File: config.mk
export PLATFORM = sky130hd
export DESIGN_NAME = ex_cpuid_probe_flat
export DESIGN_NICKNAME = d
export VERILOG_FILES = /design/src/rtl/ex_cpuid_probe_pkg.sv /design/src/rtl/ex_cpuid_probe_if.sv /design/src/rtl/ex_cpuid_probe_gap.sv /design/src/rtl/ex_cpuid_probe.sv /design/src/flat_wrapper.sv
export SDC_FILE = /design/constraint.sdc
export NUM_CORES = 1
export LEC_CHECK = 0
export CAP_MARGIN = 20
export CORE_MARGIN = 3
export CORE_UTILIZATION = 40
export DETAILED_ROUTE_END_ITERATION = 10
export PLACE_DENSITY_LB_ADDON = 0.08
export SLEW_MARGIN = 0
export SYNTH_ARGS = -nofsm -noshare
export SYNTH_HDL_FRONTEND = slang
export SYNTH_SLANG_ARGS = --single-unit
File: constraint.sdc
create_clock -name clock -period 3 [get_ports clock]
set_input_delay 0.6 -clock clock [delete_from_list [all_inputs] [get_ports clock]]
set_output_delay 0.6 -clock clock [all_outputs]
set_load 0.02 [all_outputs]
File: src/rtl/ex_cpuid_probe_pkg.sv
// rtl/ex_cpuid_probe_pkg.sv - shared state encoding and constants for the CPUID probe
package ex_cpuid_probe_pkg;

    typedef enum logic [2:0] {
        IDLE  = 3'd0,
        WSET  = 3'd1,
        WCAP  = 3'd2,
        RWAIT = 3'd3,
        RCAP  = 3'd4
    } state_e;

    localparam logic [4:0] CPUID_IDX_RNG = 5'h1F;
    localparam int         SNAP_DEPTH    = 8;

endpackage

File: src/rtl/ex_cpuid_probe_if.sv
// rtl/ex_cpuid_probe_if.sv - responder, snapshot read and entropy signals of the CPUID probe
interface ex_cpuid_probe_if;
    logic        start;
    logic [4:0]  cpuIndex;
    logic [63:0] cpuResLo;
    logic [63:0] cpuResHi;
    logic        busy;
    logic        done;
    logic [2:0]  rdAddr;
    logic [63:0] rdData;
    logic [63:0] rdDataHi;
    logic        rngReq;
    logic        rngAck;
    logic [63:0] rngData;

    modport master (
        output start, cpuResLo, cpuResHi, rdAddr, rngReq,
        input  cpuIndex, busy, done, rdData, rdDataHi, rngAck, rngData
    );

    modport slave (
        input  start, cpuResLo, cpuResHi, rdAddr, rngReq,
        output cpuIndex, busy, done, rdData, rdDataHi, rngAck, rngData
    );
endinterface

File: src/rtl/ex_cpuid_probe_gap.sv
// rtl/ex_cpuid_probe_gap.sv - saturating down-counter spacing entropy samples
module ex_cpuid_probe_gap #(
    parameter int GAP = 32
) (
    input  logic clock,
    input  logic reset,
    input  logic load,
    output logic zero
);

    logic [7:0] cnt_q, cnt_d;

    // reload wins over the free-running decrement, which stops at zero
    always_comb begin
        cnt_d = cnt_q;
        if (load) begin
            cnt_d = 8'(GAP);
        end else if (cnt_q != 8'd0) begin
            cnt_d = cnt_q - 8'd1;
        end
    end

    // counter register
    always_ff @(posedge clock or negedge reset) begin
        if (!reset) begin
            cnt_q <= 8'd0;
        end else begin
            cnt_q <= cnt_d;
        end
    end

    assign zero = (cnt_q == 8'd0);

endmodule

File: src/rtl/ex_cpuid_probe.sv
// rtl/ex_cpuid_probe.sv - CPUID walk snapshot and optional entropy sampler (JX2_CPUID_PROBE_RNG_EN)
module ex_cpuid_probe
    import ex_cpuid_probe_pkg::*;
#(
    parameter int WALK_LAST  = 3,
    parameter int SETTLE_CYC = 1,
    parameter int RNG_GAP    = 32
) (
    input logic              clock,
    input logic              reset,
    ex_cpuid_probe_if.slave  bus
);

    localparam logic [2:0] SETTLE_LAST = 3'(SETTLE_CYC - 1);
    localparam logic [4:0] IDX_LAST    = 5'(WALK_LAST);

    state_e      state_q, state_d;
    logic [4:0]  idx_q, idx_d;
    logic [2:0]  settle_q, settle_d;
    logic        done_q, done_d;
    logic [63:0] snap_lo_q [SNAP_DEPTH];
    logic [63:0] snap_lo_d [SNAP_DEPTH];
    logic [63:0] snap_hi_q [SNAP_DEPTH];
    logic [63:0] snap_hi_d [SNAP_DEPTH];

`ifdef JX2_CPUID_PROBE_RNG_EN
    logic [63:0] rng_data_q, rng_data_d;
    logic        gap_load;
    logic        gap_zero;

    ex_cpuid_probe_gap #(.GAP(RNG_GAP)) u_gap (
        .clock (clock),
        .reset (reset),
        .load  (gap_load),
        .zero  (gap_zero)
    );
`else
    logic unused_rng_req;
    assign unused_rng_req = bus.rngReq;
`endif

    // walk / entropy sequencing; only IDLE accepts new work, so start while busy is dropped
    always_comb begin
        state_d   = state_q;
        idx_d     = idx_q;
        settle_d  = settle_q;
        done_d    = done_q;
        snap_lo_d = snap_lo_q;
        snap_hi_d = snap_hi_q;
`ifdef JX2_CPUID_PROBE_RNG_EN
        rng_data_d = rng_data_q;
        gap_load   = 1'b0;
`endif
        case (state_q)
            IDLE: begin
                idx_d = 5'd0;
                if (bus.start) begin
                    state_d  = WSET;
                    done_d   = 1'b0;
                    settle_d = 3'd0;
`ifdef JX2_CPUID_PROBE_RNG_EN
                end else if (bus.rngReq && gap_zero) begin
                    state_d  = RWAIT;
                    idx_d    = CPUID_IDX_RNG;
                    settle_d = 3'd0;
`endif
                end
            end
            WSET: begin
                if (settle_q == SETTLE_LAST) begin
                    state_d = WCAP;
                end else begin
                    settle_d = settle_q + 3'd1;
                end
            end
            WCAP: begin
                snap_lo_d[idx_q[2:0]] = bus.cpuResLo;
                snap_hi_d[idx_q[2:0]] = bus.cpuResHi;
                if (idx_q == IDX_LAST) begin
                    done_d  = 1'b1;
                    idx_d   = 5'd0;
                    state_d = IDLE;
                end else begin
                    idx_d    = idx_q + 5'd1;
                    settle_d = 3'd0;
                    state_d  = WSET;
                end
            end
`ifdef JX2_CPUID_PROBE_RNG_EN
            RWAIT: begin
                if (settle_q == SETTLE_LAST) begin
                    state_d = RCAP;
                end else begin
                    settle_d = settle_q + 3'd1;
                end
            end
            RCAP: begin
                rng_data_d = bus.cpuResLo;
                gap_load   = 1'b1;
                idx_d      = 5'd0;
                state_d    = IDLE;
            end
`endif
            default: begin
                state_d = IDLE;
                idx_d   = 5'd0;
            end
        endcase
    end

    // state, index and snapshot registers; reset wipes any partial walk
    always_ff @(posedge clock or negedge reset) begin
        if (!reset) begin
            state_q   <= IDLE;
            idx_q     <= 5'd0;
            settle_q  <= 3'd0;
            done_q    <= 1'b0;
            snap_lo_q <= '{default: '0};
            snap_hi_q <= '{default: '0};
        end else begin
            state_q   <= state_d;
            idx_q     <= idx_d;
            settle_q  <= settle_d;
            done_q    <= done_d;
            snap_lo_q <= snap_lo_d;
            snap_hi_q <= snap_hi_d;
        end
    end

`ifdef JX2_CPUID_PROBE_RNG_EN
    // entropy word holding register
    always_ff @(posedge clock or negedge reset) begin
        if (!reset) begin
            rng_data_q <= 64'd0;
        end else begin
            rng_data_q <= rng_data_d;
        end
    end

    // ack is the RCAP cycle itself; the word is forwarded then and held afterwards
    assign bus.rngAck  = (state_q == RCAP);
    assign bus.rngData = (state_q == RCAP) ? bus.cpuResLo : rng_data_q;
`else
    assign bus.rngAck  = 1'b0;
    assign bus.rngData = 64'd0;
`endif

    assign bus.cpuIndex = idx_q;
    assign bus.busy     = (state_q != IDLE);
    assign bus.done     = done_q;
    assign bus.rdData   = (32'(bus.rdAddr) <= WALK_LAST) ? snap_lo_q[bus.rdAddr] : 64'd0;
    assign bus.rdDataHi = (32'(bus.rdAddr) <= WALK_LAST) ? snap_hi_q[bus.rdAddr] : 64'd0;

endmodule

File: src/flat_wrapper.sv
// flat-port wrapper written by rule: the top's interface ports become plain ports
module ex_cpuid_probe_flat import ex_cpuid_probe_pkg::*;
#(
    parameter int WALK_LAST  = 3,
    parameter int SETTLE_CYC = 1,
    parameter int RNG_GAP    = 32
)
  (clock, reset, bus_start, bus_cpuResLo, bus_cpuResHi, bus_rdAddr, bus_rngReq, bus_cpuIndex, bus_busy, bus_done, bus_rdData, bus_rdDataHi, bus_rngAck, bus_rngData);
  ex_cpuid_probe_if bus_i ();
  input logic clock;
  input logic reset;
  input wire logic [$bits(bus_i.start)-1:0] bus_start;
  input wire logic [$bits(bus_i.cpuResLo)-1:0] bus_cpuResLo;
  input wire logic [$bits(bus_i.cpuResHi)-1:0] bus_cpuResHi;
  input wire logic [$bits(bus_i.rdAddr)-1:0] bus_rdAddr;
  input wire logic [$bits(bus_i.rngReq)-1:0] bus_rngReq;
  output wire logic [$bits(bus_i.cpuIndex)-1:0] bus_cpuIndex;
  output wire logic [$bits(bus_i.busy)-1:0] bus_busy;
  output wire logic [$bits(bus_i.done)-1:0] bus_done;
  output wire logic [$bits(bus_i.rdData)-1:0] bus_rdData;
  output wire logic [$bits(bus_i.rdDataHi)-1:0] bus_rdDataHi;
  output wire logic [$bits(bus_i.rngAck)-1:0] bus_rngAck;
  output wire logic [$bits(bus_i.rngData)-1:0] bus_rngData;
  assign bus_i.start = bus_start;
  assign bus_i.cpuResLo = bus_cpuResLo;
  assign bus_i.cpuResHi = bus_cpuResHi;
  assign bus_i.rdAddr = bus_rdAddr;
  assign bus_i.rngReq = bus_rngReq;
  assign bus_cpuIndex = bus_i.cpuIndex;
  assign bus_busy = bus_i.busy;
  assign bus_done = bus_i.done;
  assign bus_rdData = bus_i.rdData;
  assign bus_rdDataHi = bus_i.rdDataHi;
  assign bus_rngAck = bus_i.rngAck;
  assign bus_rngData = bus_i.rngData;
  ex_cpuid_probe #(.WALK_LAST(WALK_LAST), .SETTLE_CYC(SETTLE_CYC), .RNG_GAP(RNG_GAP)) u_core (.clock(clock), .reset(reset), .bus(bus_i));
endmodule
**Word level (Yosys, flattened, before mapping)**

Index checks and enable logic that the tools add are counted.
W data, S select, Z words.

- Flip-flop bits (word level): 1,036
- Latch bits: 0
- RAM bits: 0
- Memory bits (read-only): 0
- Input port bits: 135
- Output and inout bits: 200
- Word-level logic and storage cells: 70
- Memories kept: 0

- Add/sub/neg operators: 2
- $mul: 0
- Div/mod/pow operators: 0
- $lt $le $gt $ge: 4
- Equality and inequality tests: 8
- Shifts and indexed selects: 0
- Mux-type cells: 25
- Bitwise logic cells: 2
- Reductions and logical operators: 9

Operator list:

| operator | count |
|---|---|
| $bwmux W512 | 2 |
| $mux W64 | 7 |
| $bmux W64 S3 | 2 |
| $demux W64 S3 | 1 |
| $pmux W3 S3 | 2 |
| $mux W3 | 5 |
| $pmux W5 S2 | 1 |
| $ge A4 B4 Y1 const B | 2 |
| $not A3 Y4 | 2 |
| $logic_not A3 Y1 | 2 |
| $ne A2 B2 Y1 const B | 3 |
| $reduce_bool A3 Y1 | 2 |
| $add A5 B1 Y5 const B | 1 |
| $eq A5 B2 Y1 const B | 1 |
| $mux W5 | 1 |
| $lt A4 B1 Y1 const B | 1 |
| $ne A2 B1 Y1 const B | 2 |
| $reduce_and A4 Y1 | 1 |
| $add A3 B1 Y3 const B | 1 |
| $eq A3 B1 Y1 const B | 1 |
| $eq A3 B2 Y1 const B | 1 |
| $le A3 B2 Y1 const B | 1 |
| $mux W1 | 3 |
| $reduce_and A3 Y1 | 1 |
| other kinds (4) | 4 |

**Logic depth before layout (Yosys ltp)**

Gate-level depths: netlist of run 1.

- Depth in word-level cells: 6
- Depth in mapped cells: 6

**Worst setup path before layout of run 1**

OpenSTA, ideal clock, no wires.

- Path type: input-to-output
- Start point: in bus_rdAddr[0]
- End point: out bus_rdData[43]
- Data arrival time: 1,804 ps
- Required time: 2,400 ps
- Path slack: 596 ps
- Cell stages on the path: 4
- Buffers on the path: 2
- Path through: buf_2 buf_4 mux4_2 nor2b_1

- Longest elaborated chain between the ends: 5
- Elaborated cells on any way between the ends: 6

Ends and longest elaborated chain:

| what | RTL line | source |
|---|---|---|
| start, declared | flat_wrapper.sv:15 | `input wire logic [$bits(bus_i.rdAddr)-1:0] bus_rdAddr;` |
| $not A3 Y4 (not written as such) | ex_cpuid_probe.sv:151 | `assign bus.rdData = (32'(bus.rdAddr) <= WALK_LAST) ? snap_lo_q[bus.rdAddr] : 64'd0;` |
| $bmux W64 S3 | ex_cpuid_probe.sv:151 |  |
| $mux W64 (not written as such) (2 in a row) | ex_cpuid_probe.sv:151 |  |
| $mux W64 (*) | ex_cpuid_probe.sv:151 |  |
| end, declared | flat_wrapper.sv:20 | `output wire logic [$bits(bus_i.rdData)-1:0] bus_rdData;` |

Mark *: on every way between the ends. The rest lies on a longest branch, timed or not. The select of a mux whose other input is x is not followed.

**Worst setup path in the final report of run 1**

- Start point: in bus_rdAddr[0]
- End point: out bus_rdDataHi[7]

- Longest elaborated chain between the ends: 5
- Elaborated cells on any way between the ends: 6

Ends and longest elaborated chain:

| what | RTL line | source |
|---|---|---|
| $not A3 Y4 (not written as such) | ex_cpuid_probe.sv:152 | `assign bus.rdDataHi = (32'(bus.rdAddr) <= WALK_LAST) ? snap_hi_q[bus.rdAddr] : 64'd0;` |
| $bmux W64 S3 | ex_cpuid_probe.sv:152 |  |
| $mux W64 (not written as such) (2 in a row) | ex_cpuid_probe.sv:152 |  |
| $mux W64 (*) | ex_cpuid_probe.sv:152 |  |
| end, declared | flat_wrapper.sv:21 | `output wire logic [$bits(bus_i.rdDataHi)-1:0] bus_rdDataHi;` |

Marked as above.

==> metrics.log, run 1 <==
[metrics] Worst Path Max Fanout: 20
[metrics] routed wire length: 56000 µm
[metrics] detailed-placement wirelength estimate: 34200 µm
[metrics] portion of synthesized cell area occupied by the leading cell type: 0.545
[metrics] sw frac: 0.264
[metrics] type of the worst min-delay path: flop to flop
[metrics] post-synthesis to final-layout area growth: 22.9%
[metrics] detailed-route via count: 13.5k
[metrics] number of standard-cell rows in the floorplan: 89
[metrics] number of standard cells after synthesis: 1515
[metrics] number of buffers between clock root and the deepest sink: 3
[metrics] remaining global-route overflow: 0
[metrics] arrival time worst endpoint: 2.39 ns
[metrics] global-route usage over all layers: 0.178
[metrics] worst slew margin relative to its limit: 0.596
[metrics] Post-Route Utilization: 0.498
[metrics] routability congestion estimate: 0.736
[metrics] status: complete, no violations
[metrics] IO Port Bufs: 268
[metrics] Internal Power: 17.3 mW
[metrics] htree depth: 2
[metrics] sequential area share after synthesis: 0.545
[metrics] Yosys reg bits: 523
[metrics] total clock buffers created by CTS: 57
[metrics] antenna violations before repair: 8
[metrics] commonest cells after routing, fill and taps aside: sky130_fd_sc_hd__dfrtp_1, sky130_fd_sc_hd__mux2_2, sky130_fd_sc_hd__clkdlybuf4s50_1, sky130_fd_sc_hd__nor2b_1, sky130_fd_sc_hd__mux4_2
[metrics] net switching power figure: 6.23 mW
[metrics] yosys warns: 0
[metrics] commonest non-fill, non-tap cell in the layout: sky130_fd_sc_hd__dfrtp_1
[metrics] Overall Power: 23.6 mW
[metrics] average vias per placed instance: 5.19
[metrics] 1st-iter DRT viols: 460
[metrics] syn_area_per_cell: 15.9 µm²
[metrics] Setup violations, final: 0
[metrics] endpoint kind of the worst setup timing path: output port
[metrics] final critical path time including I/O delays and setup: 2.99 ns
[metrics] count of max-cap constraint violations: 0
[metrics] placeable core area: 0.0592 mm²
[metrics] Leak: 12.9 nW
[metrics] number of nets still failing antenna checks after routing: 0
[metrics] Root Buffer Master: sky130_fd_sc_hd__clkbuf_16
[metrics] Worst-Margin Slew: 0.606 ns
[metrics] flop-to-flop setup slack: 0.84 ns
[metrics] number of endpoints with negative hold slack in the final report: 0
[metrics] I/O Pins: 335
[metrics] largest vdd supply drop: 0.445 mV
[metrics] synthesized cell area: 0.0240 mm²
[metrics] startpoint types: input port
[metrics] fraction of layout cells with a size suffix above 1: 0.431
[metrics] height of the die: 251 µm
[metrics] number of global-route vias before repair: 14.6k
[metrics] clock sink count: 523
[metrics] initial core utilization: 0.405
[metrics] RSZ-0062 raised after global routing: true
[metrics] wire length of the first global-routing pass: 87500 µm
[metrics] post-detailed-route DRC marker count: 0
[metrics] DR pass1 iterations: 4
[metrics] share of power burned in the clock network: 0.297
[metrics] pin count of the biggest net entering global routing: 69
[metrics] final net count: 1922
[metrics] leading cell types by total area after synthesis: sky130_fd_sc_hd__dfrtp_1, sky130_fd_sc_hd__mux2_2, sky130_fd_sc_hd__mux4_2
[metrics] post-detailed-route wirelength per cell: 21.5 µm
[metrics] total power divided by cell area: 798 mW/mm²
[metrics] CP Class: input port to output port
[metrics] distinct cell type count of the synthesized netlist: 32
[metrics] final max-slew violation count: 0
[metrics] clock tree from TritonCTS: yes
[metrics] fmax: 335 MHz
[metrics] critical path data required time: 2.40 ns
[metrics] sequential share of power: 0.441
[metrics] worst-skew pair later-pin latency: 0.60 ns
[metrics] floorplan die area: 0.0630 mm²
[metrics] combinational power share: 0.262
[metrics] die boundary width: 251 µm
[metrics] Worst Clk Skew: 0.0192 ns
[metrics] clock transition at the registers of the reported paths: 0.06 ns
[metrics] portion of the clock cycle consumed by the worst path in the final layout: 0.996
[metrics] largest area contributor in the synthesized netlist: sky130_fd_sc_hd__dfrtp_1
[cells by family (layout without fill, tap and decap cells)]
logic type	Yosys count	after routing	synth area share
compound gates	18	18	0.00531
xor+xnor	3	3	0.00109
fa+ha+maj	3	3	0.00156
buf+inv	173	424	0.0468
flops	523	523	0.545
mux	640	640	0.360
other cells	1	70	0.000156
simple gates	154	154	0.0400
[routing by layer]
layer,vias to the layer above,track usage,share of wire
met4,4,0.0477,0.018
met2,232,0.306,0.50
met1,7270,0.230,0.43
met3,78,0.0400,0.051
met5,-,0,0.00050
li1,5949,-,-
[critical path, stage by stage]
cell and delay (ns):
sky130_fd_sc_hd__clkbuf_8 0.24, sky130_fd_sc_hd__buf_12 0.25, sky130_fd_sc_hd__mux4_2 0.53, sky130_fd_sc_hd__nor2b_1 0.16, sky130_fd_sc_hd__clkdlybuf4s50_1 0.56
[cells in the mapped netlist, drive strengths merged]
cell type  count
nand4          1
inv            6
mux2         512
conb           1
clkbuf        27
o21ai          4
nor2b        131
mux4         128
a22o           2
o211ai         4
nand3b         2
o21a           1
dfrtp        523
a211oi         1
nor3b          2
nand2          3
a21oi          2
nor2           5
nor3           2
xor2           1
a32o           2
nand2b         1
o31ai          2
ha             3
xnor2          2
and3b          1
nand3          5
buf          140
nor4b          1
[cell type report]
class	instances	area (µm²)
multi-input combinational	883	10100
fill	5034	29700
sequential	523	13100
tap	773	967
inverter	6	22.5
antenna	5	12.5
clock inverter	16	113
timing repair buffer	313	3460
clock buffer	89	1790
[timing repair]
item | 4_1_cts | 5_1_grt
gates resized for setup | 12 | 23
hold endpoints to repair | 30 | 0
pin swaps | 0 | 0
gates cloned | 0 | 0
buffers inserted | 0 | 0
hold buffers | 1 | 0
endpoints found under the setup margin | 19 | 58
[through the flow]
step                      std cells  cell area (µm²)  TNS [ns]  hold WS, ns  setup WS [ns]
after detailed placement       2497            27500    -0.139        0.487        -0.0189
after global placement         2497            27500   -0.0800        0.482        -0.0221
final                          2608            29500         0        0.498         0.0121
after CTS                      2603            29400    -0.114        0.500        -0.0279
after floorplan                1579            24300         0        0.304          0.596
after global routing           2606            29500    -0.872        0.508        -0.0620
[path summary, 6_finish.rpt]
| kind | start | endpoint | cells past startpoint |
|---|---|---|---|
| worst max register to register | u_core.state_q[0]$_DFFE_PN0P_ | u_core.snap_hi_q[283]$_DFFE_PN0P_ | 4 |
| min in group asynchronous | reset | u_core.snap_lo_q[470]$_DFFE_PN0P_ | 2 |
| worst max-delay path | bus_rdAddr[0] | bus_rdDataHi[7] | 5 |
| max in group asynchronous | reset | u_core.snap_hi_q[269]$_DFFE_PN0P_ | 3 |
| worst min register to register | u_core.snap_hi_q[369]$_DFFE_PN0P_ | u_core.snap_hi_q[369]$_DFFE_PN0P_ | 1 |
| worst min-delay path | u_core.snap_hi_q[369]$_DFFE_PN0P_ | u_core.snap_hi_q[369]$_DFFE_PN0P_ | 1 |
[registers in the layout, summed over array words and instances, names as in the netlist]
name                 flops
u_core.state_q           2
u_core.bus.done          1
u_core.settle_q          3
u_core.snap_lo_q       256
u_core.bus.cpuIndex      5
u_core.snap_hi_q       256
[power groups by stage]
stage,Combinational [mW],Clock (mW),Sequential [mW]
finish,6.18,7.00,10.4
CTS,6.31,7.25,10.4
global route,6.68,7.55,10.7
floorplan,4.56,0,10.1
global placement,6.17,0,10.4
detailed placement,6.31,0,10.5
No activity file was read; power rests on OpenSTA's default activity.
==> run 2, diff against run 1 <==
--- a/config.mk
+++ b/config.mk
@@ -9,7 +9,10 @@
 export CORE_MARGIN = 3
 export CORE_UTILIZATION = 40
 export DETAILED_ROUTE_END_ITERATION = 10
+export DONT_BUFFER_PORTS = 1
+export MAX_ROUTING_LAYER = met4
 export PLACE_DENSITY_LB_ADDON = 0.08
+export SKIP_LAST_GASP = 1
 export SLEW_MARGIN = 0
 export SYNTH_ARGS = -nofsm -noshare
 export SYNTH_HDL_FRONTEND = slang
==> run 2 against run 1 <==
Against the previous run: the flow now finishes with violations (hold timing); clock-buffer cell count rose by 4; die area did not move; flip-flop and latch count is the same; maximum frequency increased by 29%; register-to-register slack got worse by 0.08 ns; sequential share of layout area rose by 5.3 points; critical path type is now flop to output port.
==> metrics.log, run 2 (synthesis results as in run 1) <==
[metrics] number of inserted diodes: 0 (-5)
[metrics] I/O Pins: 335 (unchanged)
[metrics] worst-skew pair later-pin latency: 0.60 ns (about the same)
[metrics] largest vdd supply drop: 0.463 mV (+3.9%)
[metrics] violated checks: hold timing
[metrics] Root Buffer Master: sky130_fd_sc_hd__clkbuf_16
[metrics] CP Class: flop to output port
[metrics] Worst Clk Skew: 0.0117 ns (-0.00749 ns)
[metrics] total power divided by cell area: 856 mW/mm² (+7.2%)
[metrics] critical path data required time: 2.40 ns (about the same)
[metrics] RSZ-0062 raised after global routing: false
[metrics] cell count along the critical path: 2 (-3)
[metrics] clock transition at the registers of the reported paths: 0.06 ns (about the same)
[metrics] post-synthesis to final-layout area growth: 9.84%
[metrics] Leak: 11.3 nW (-12%)
[metrics] Worst-Margin Slew: 1.28 ns (+0.676 ns)
[metrics] number of buffers between clock root and the deepest sink: 3 (unchanged)
[metrics] count of max-cap constraint violations: 0 (unchanged)
[metrics] instance area at placement: 0.0244 mm² (-11%)
[metrics] remaining global-route overflow: 0 (unchanged)
[metrics] DR pass1 iterations: 4 (unchanged)
[metrics] IO Port Bufs: 0 (-100%)
[metrics] height of the die: 251 µm (unchanged)
[metrics] fmax: 432 MHz (+29%)
[metrics] Post-Route Hold Slack: -0.293 ns (-0.791 ns)
[metrics] post-detailed-route DRC marker count: 0 (unchanged)
[metrics] final critical path time including I/O delays and setup: 2.31 ns (-0.673 ns)
[metrics] arrival time worst endpoint: 1.71 ns (-0.68 ns)
[metrics] flop-to-flop setup slack: 0.76 ns (-0.08 ns)
[metrics] summed area of non-filler cells in the final layout: 0.0264 mm² (-11%)
[metrics] initial core utilization: 0.405 (unchanged)
[metrics] Cell Count, Final, Fillers Out: 2309 (-11%)
[metrics] status: finished, violations left
[metrics] number of global-route vias before repair: 13.6k (-6.8%)
[metrics] number of endpoints with negative hold slack in the final report: 523 (+523)
[metrics] detailed-placement wirelength estimate: 30600 µm (-11%)
[metrics] pin count of the biggest net entering global routing: 524 (+660%)
[metrics] average vias per placed instance: 5.36 (+3.3%)
[metrics] CP top delay family: multiplexers
[metrics] buffers and inverters on the worst path: 0 (-3)
[metrics] routed wire length: 54600 µm (-2.5%)
[metrics] pre-CTS worst setup slack: 0.708 ns (+0.727 ns)
[metrics] total clock buffers created by CTS: 60 (+5.3%)
[metrics] global-route usage over all layers: 0.180 (+0.00149)
[metrics] post-route worst setup slack: 0.685 ns (+0.673 ns)
[metrics] commonest cells after routing, fill and taps aside: sky130_fd_sc_hd__dfrtp_1, sky130_fd_sc_hd__mux2_2, sky130_fd_sc_hd__nor2b_1, sky130_fd_sc_hd__mux4_2, sky130_fd_sc_hd__conb_1
[metrics] Crit path largest cell delay: 0.48 ns (-0.08 ns)
[metrics] clock tree from TritonCTS: yes
[metrics] post-detailed-route wirelength per cell: 23.7 µm (+10%)
[metrics] htree depth: 2 (unchanged)
[metrics] Fillers: 5270 (+4.7%)
[metrics] wire length of the first global-routing pass: 85200 µm (-2.7%)
[metrics] Setup violations, final: 0 (unchanged)
[metrics] worst-path cell chain: mux4_2 -> nor2b_1
[metrics] floorplan die area: 0.0630 mm² (unchanged)
[metrics] commonest non-fill, non-tap cell in the layout: sky130_fd_sc_hd__dfrtp_1
[metrics] placed instance count: 2204 (-12%)
[metrics] startpoint types: flop
[metrics] sum of negative setup slack: 0 ns (unchanged)
[metrics] detailed-route via count: 12.4k (-8.5%)
[metrics] final net count: 1631 (-15%)
[metrics] worst slew margin relative to its limit: 0.146 (-0.450)
[metrics] portion of the clock cycle consumed by the worst path in the final layout: 0.772 (-0.224)
[metrics] number of nets still failing antenna checks after routing: 0 (unchanged)
[metrics] Register-to-Register Path Depth: 4 (unchanged)
[metrics] clock sink count: 523 (unchanged)
[metrics] RR Startpoint: u_core.bus.cpuIndex[2]$_DFFE_PN0N_
[metrics] 1st-iter DRT viols: 483 (+5.0%)
[metrics] endpoint kind of the worst setup timing path: output port
[metrics] placeable core area: 0.0592 mm² (unchanged)
[metrics] routability congestion estimate: 0.715 (-2.8%)
[metrics] Worst Path Max Fanout: 2 (-90%)
[metrics] cell with the largest stage delay on the worst path: sky130_fd_sc_hd__mux4_2
[metrics] die boundary width: 251 µm (unchanged)
[metrics] antenna violations before repair: 0 (-8)
[metrics] type of the worst min-delay path: input port to asynchronous set/reset pin
[metrics] final max-slew violation count: 0 (unchanged)
[metrics] worst reg2reg path endpoint: u_core.snap_lo_q[412]$_DFFE_PN0P_
[metrics] number of standard-cell rows in the floorplan: 89 (unchanged)
[metrics] CTS resizes: 0 (-12)
[metrics] fraction of layout cells with a size suffix above 1: 0.488 (+0.0565)
==> run 2: cell types whose count changed in the layout (fill, tap and decap cells not counted), sizes merged, moves of 3 or more <==
cell / change
diode: -5
clkbuf: +3
dlymetal6s2s: -22
dlygate4sd2: -11
bufinv: +3
clkinv: -8
buf: -29
clkdlybuf4s50: -230
==> run 2: how the worst max path moves through the flow <==
stage / from / end
global placement: u_core.bus.cpuIndex[2]$_DFFE_PN0N_ / u_core.snap_lo_q[403]$_DFFE_PN0P_
finish: u_core.snap_hi_q[299]$_DFFE_PN0P_ / bus_rdDataHi[43]
global route: u_core.snap_lo_q[259]$_DFFE_PN0P_ / bus_rdData[3]
CTS: u_core.snap_lo_q[459]$_DFFE_PN0P_ / bus_rdData[11]
floorplan: bus_rdAddr[0] / bus_rdData[43]
detailed placement: u_core.bus.cpuIndex[2]$_DFFE_PN0N_ / u_core.snap_lo_q[404]$_DFFE_PN0P_
==> run 2: what timing repair did <==
action | 4_1_cts | 5_1_grt
setup buffers | 0 | 0
hold endpoints to repair | 523 | 523
setup endpoints to repair | 0 | 0
==> run 2: area by class of cell <==
type,count,area [µm²],share of cell area
Multi-Input combinational cell,883,10100,0.382
Sequential cell,523,13100,0.496
Clock buffer,93,1770,0.0670
Clock inverter,12,170,0.00645
Timing Repair Buffer,19,293,0.0111
Tap cell,773,967,0.0367
Inverter,6,22.5,0.000854
==> run 2: routing by layer <==
metal	vias up	global-route usage	routed length, µm
met5	-	-	0
met4	0	0.0428	1050
met3	83	0.0514	3690
met2	246	0.299	27300
met1	6689	0.218	22600
li1	5361	-	-
==> run 2: report_power, final <==
| part | internal, mW | switching, mW | total, mW |
|---|---|---|---|
| Sequential | 9.31 | 1.09 | 10.4 |
| Clock | 4.35 | 2.85 | 7.19 |
| Combinational | 3.15 | 1.84 | 4.99 |
==> run 2: stage by stage <==
stage	total power [mW]	utilization
after CTS	22.9	0.445
after floorplan	14.7	-
after global routing	23.8	0.445
final	22.6	0.445
after global placement	15.3	0.413
after detailed placement	15.6	0.413
==> run 2: worst reg2reg max path, cell delays in order, from the launching register on <==
cell	delay, ns
sky130_fd_sc_hd__dfrtp_1	0.56
sky130_fd_sc_hd__nor2_1	0.40
sky130_fd_sc_hd__nand3_4	0.46
sky130_fd_sc_hd__buf_12	0.39
sky130_fd_sc_hd__mux2_2	0.30
==> run 3, diff against run 2 <==
==> constraint.sdc (replaced) <==
create_clock -name clock -period 1.9 [get_ports clock]
set_input_delay 0.38 -clock clock [delete_from_list [all_inputs] [get_ports clock]]
set_output_delay 0.38 -clock clock [all_outputs]
set_load 0.02 [all_outputs]
==> run 3 against run 2 <==
Against the previous run: the flow finishes with violations (hold timing, slew limit, setup timing); final cell count grew 11%; clock skew grew 0.0018 ns; register-to-register slack lost 0.66 ns; non-clock buffer count grew 253; setup slack lost 0.92 ns; cell area grew 11%; die area is the same; critical endpoint is now bus_rdData[14].
==> metrics.log, run 3 (synthesis results as in run 1) <==
[metrics] clock transition at the registers of the reported paths: 0.06 ns (about the same)
[metrics] total clock buffers created by CTS: 57 (-5.0%)
[metrics] final critical path time including I/O delays and setup: 2.14 ns
[metrics] instance area at placement: 0.0253 mm² (+3.4%)
[metrics] I/O Pins: 335 (unchanged)
[metrics] Worst Clk Skew: 0.0135 ns (+0.00180 ns)
[metrics] Cell Count, Final, Fillers Out: 2565 (+11%)
[metrics] height of the die: 251 µm (unchanged)
[metrics] summed area of non-filler cells in the final layout: 0.0293 mm² (+11%)
[metrics] global-route usage over all layers: 0.182 (+0.00254)
[metrics] number of buffers between clock root and the deepest sink: 3 (unchanged)
[metrics] metal1 wirelength: 23700 µm (+5.0%)
[metrics] amount of wire on met2 after detailed routing: 28100 µm (+2.9%)
[metrics] RR Startpoint: u_core.state_q[0]$_DFFE_PN0P_
[metrics] Post-Route Utilization: 0.495 (+0.0493)
[metrics] routed wire length on met3: 2670 µm (-28%)
[metrics] number of global-route vias before repair: 14.5k (+6.4%)
[metrics] commonest non-fill, non-tap cell in the layout: sky130_fd_sc_hd__dfrtp_1
[metrics] final max-slew violation count: 152 (+152)
[metrics] Register-to-Register Path Depth: 5 (+1)
[metrics] critical path data required time: 1.52 ns (-0.88 ns)
[metrics] Leak: 12.8 nW (+13%)
[metrics] endpoint kind of the worst setup timing path: output port
[metrics] floorplan die area: 0.0630 mm² (unchanged)
[metrics] top layer in use: met4
[metrics] average vias per placed instance: 5.20 (-3.0%)
[metrics] portion of the clock cycle consumed by the worst path in the final layout: 1.13
[metrics] DR pass1 iterations: 4 (unchanged)
[metrics] pre-CTS worst setup slack: 0.0534 ns (-0.655 ns)
[metrics] arrival time worst endpoint: 1.76 ns (+0.05 ns)
[metrics] die boundary width: 251 µm (unchanged)
[metrics] wire length of the first global-routing pass: 87400 µm (+2.6%)
[metrics] remaining global-route overflow: 0 (unchanged)
[metrics] fmax: 468 MHz
[metrics] RSZ-0062 raised after global routing: true
[metrics] type of the worst min-delay path: input port to asynchronous set/reset pin
[metrics] Worst-Margin Slew: 1.92 ns (+0.642 ns)
[metrics] clock sink count: 523 (unchanged)
[metrics] Fillers: 5124 (-2.8%)
[metrics] CP Class: flop to output port
[metrics] htree depth: 2 (unchanged)
[metrics] worst slew margin relative to its limit: -0.283 (-0.428)
[metrics] detailed-placement wirelength estimate: 31700 µm (+3.4%)
[metrics] 1st-iter DRT viols: 506 (+4.8%)
[metrics] antenna violations before repair: 10 (+10)
[metrics] post-detailed-route DRC marker count: 0 (unchanged)
[metrics] clock tree from TritonCTS: yes
[metrics] placed instance count: 2293 (+4.0%)
[metrics] pin count of the biggest net entering global routing: 524 (unchanged)
[metrics] worst reg2reg path endpoint: u_core.snap_lo_q[308]$_DFFE_PN0P_
[metrics] startpoint types: flop
[metrics] number of standard-cell rows in the floorplan: 89 (unchanged)
[metrics] IO Port Bufs: 0 (unchanged)
[metrics] area occupied by multi-input gates: 0.0105 mm² (+4.7%)
[metrics] status: finished, violations left
[metrics] placeable core area: 0.0592 mm² (unchanged)
[metrics] Reg area: 0.0131 mm² (unchanged)
[metrics] Root Buffer Master: sky130_fd_sc_hd__clkbuf_16
[metrics] largest vdd supply drop: 1.27 mV (+170%)
[metrics] Overall Power: 36.8 mW (+63%)
[metrics] Setup violations, final: 128 (+128)
[metrics] Worst Path Max Fanout: 2 (unchanged)
[metrics] post-synthesis to final-layout area growth: 22.0%
[metrics] post-detailed-route wirelength per cell: 21.7 µm (-8.3%)
[metrics] fraction of layout cells with a size suffix above 1: 0.526 (+0.0387)
[metrics] flop-to-flop setup slack: 0.10 ns (-0.66 ns)
[metrics] post-route worst setup slack: -0.238 ns (-0.923 ns)
[metrics] hold buffer count at cts: 129
[metrics] initial core utilization: 0.405 (unchanged)
[metrics] detailed-route via count: 13.3k (+7.7%)
[metrics] commonest cells after routing, fill and taps aside: sky130_fd_sc_hd__dfrtp_1, sky130_fd_sc_hd__mux2_2, sky130_fd_sc_hd__dlygate4sd3_1, sky130_fd_sc_hd__mux4_2, sky130_fd_sc_hd__buf_4
[metrics] total power divided by cell area: 1250 mW/mm² (+47%)
[metrics] Post-Route Hold Slack: -0.513 ns (-0.220 ns)
[metrics] sum of negative setup slack: -19.83 ns (-19.83 ns)
[metrics] number of nets still failing antenna checks after routing: 0 (unchanged)
[metrics] worst-skew pair later-pin latency: 0.60 ns (about the same)
[metrics] violated checks: hold timing, slew limit, setup timing
[metrics] count of max-cap constraint violations: 0 (unchanged)
[metrics] number of endpoints with negative hold slack in the final report: 523 (unchanged)
[metrics] routed wire length: 55600 µm (+1.8%)
[metrics] routability congestion estimate: 0.759 (+6.2%)
[metrics] final net count: 1881 (+15%)
[run 3: final cells by class]
type / count / area share
Sequential cell: 523 / 0.447
Timing Repair Buffer: 272 / 0.0957
Antenna cell: 10 / 0.000854
Inverter: 6 / 0.000769
Clock buffer: 92 / 0.0586
Tap cell: 773 / 0.0330
Clock inverter: 6 / 0.00453
Multi-Input combinational cell: 883 / 0.360
[run 3: per-layer routing]
metal / vias up / global-route usage
met1: 7143 / 0.225
met4: 0 / 0.0433
met5: - / -
li1: 5869 / -
met3: 84 / 0.0421
met2: 242 / 0.307
[run 3: how the worst max path moves through the flow]
stage | depth (start not counted) | startpoint | to
after CTS | 3 | u_core.snap_lo_q[260]$_DFFE_PN0P_ | bus_rdData[4]
final | 3 | u_core.snap_lo_q[270]$_DFFE_PN0P_ | bus_rdData[14]
after global placement | 5 | u_core.state_q[0]$_DFFE_PN0P_ | u_core.snap_hi_q[293]$_DFFE_PN0P_
after global routing | 3 | u_core.snap_hi_q[268]$_DFFE_PN0P_ | bus_rdDataHi[12]
after floorplan | 4 | bus_rdAddr[0] | bus_rdDataHi[10]
after detailed placement | 5 | u_core.state_q[0]$_DFFE_PN0P_ | u_core.snap_hi_q[279]$_DFFE_PN0P_
[run 3: critical path, cell delays in order (launching register included)]
cell and delay, ns:
sky130_fd_sc_hd__dfrtp_1 0.37, sky130_fd_sc_hd__mux4_2 0.47, sky130_fd_sc_hd__nor2b_1 0.15, sky130_fd_sc_hd__buf_4 0.18
[run 3: timing repair]
item	4_1_cts	5_1_grt
gates resized for setup	127	26
gates cloned	0	1
pin swaps	0	1
hold endpoints to repair	1037	523
setup buffers	18	16
endpoints found under the setup margin	129	191
[run 3: power by group]
part | internal (mW) | leakage (nW) | switching [mW]
combinational | 6.05 | 5.49 | 3.30
sequential | 14.7 | 6.41 | 1.68
clock | 6.64 | 0.901 | 4.40
total | 27.4 | 12.8 | 9.38
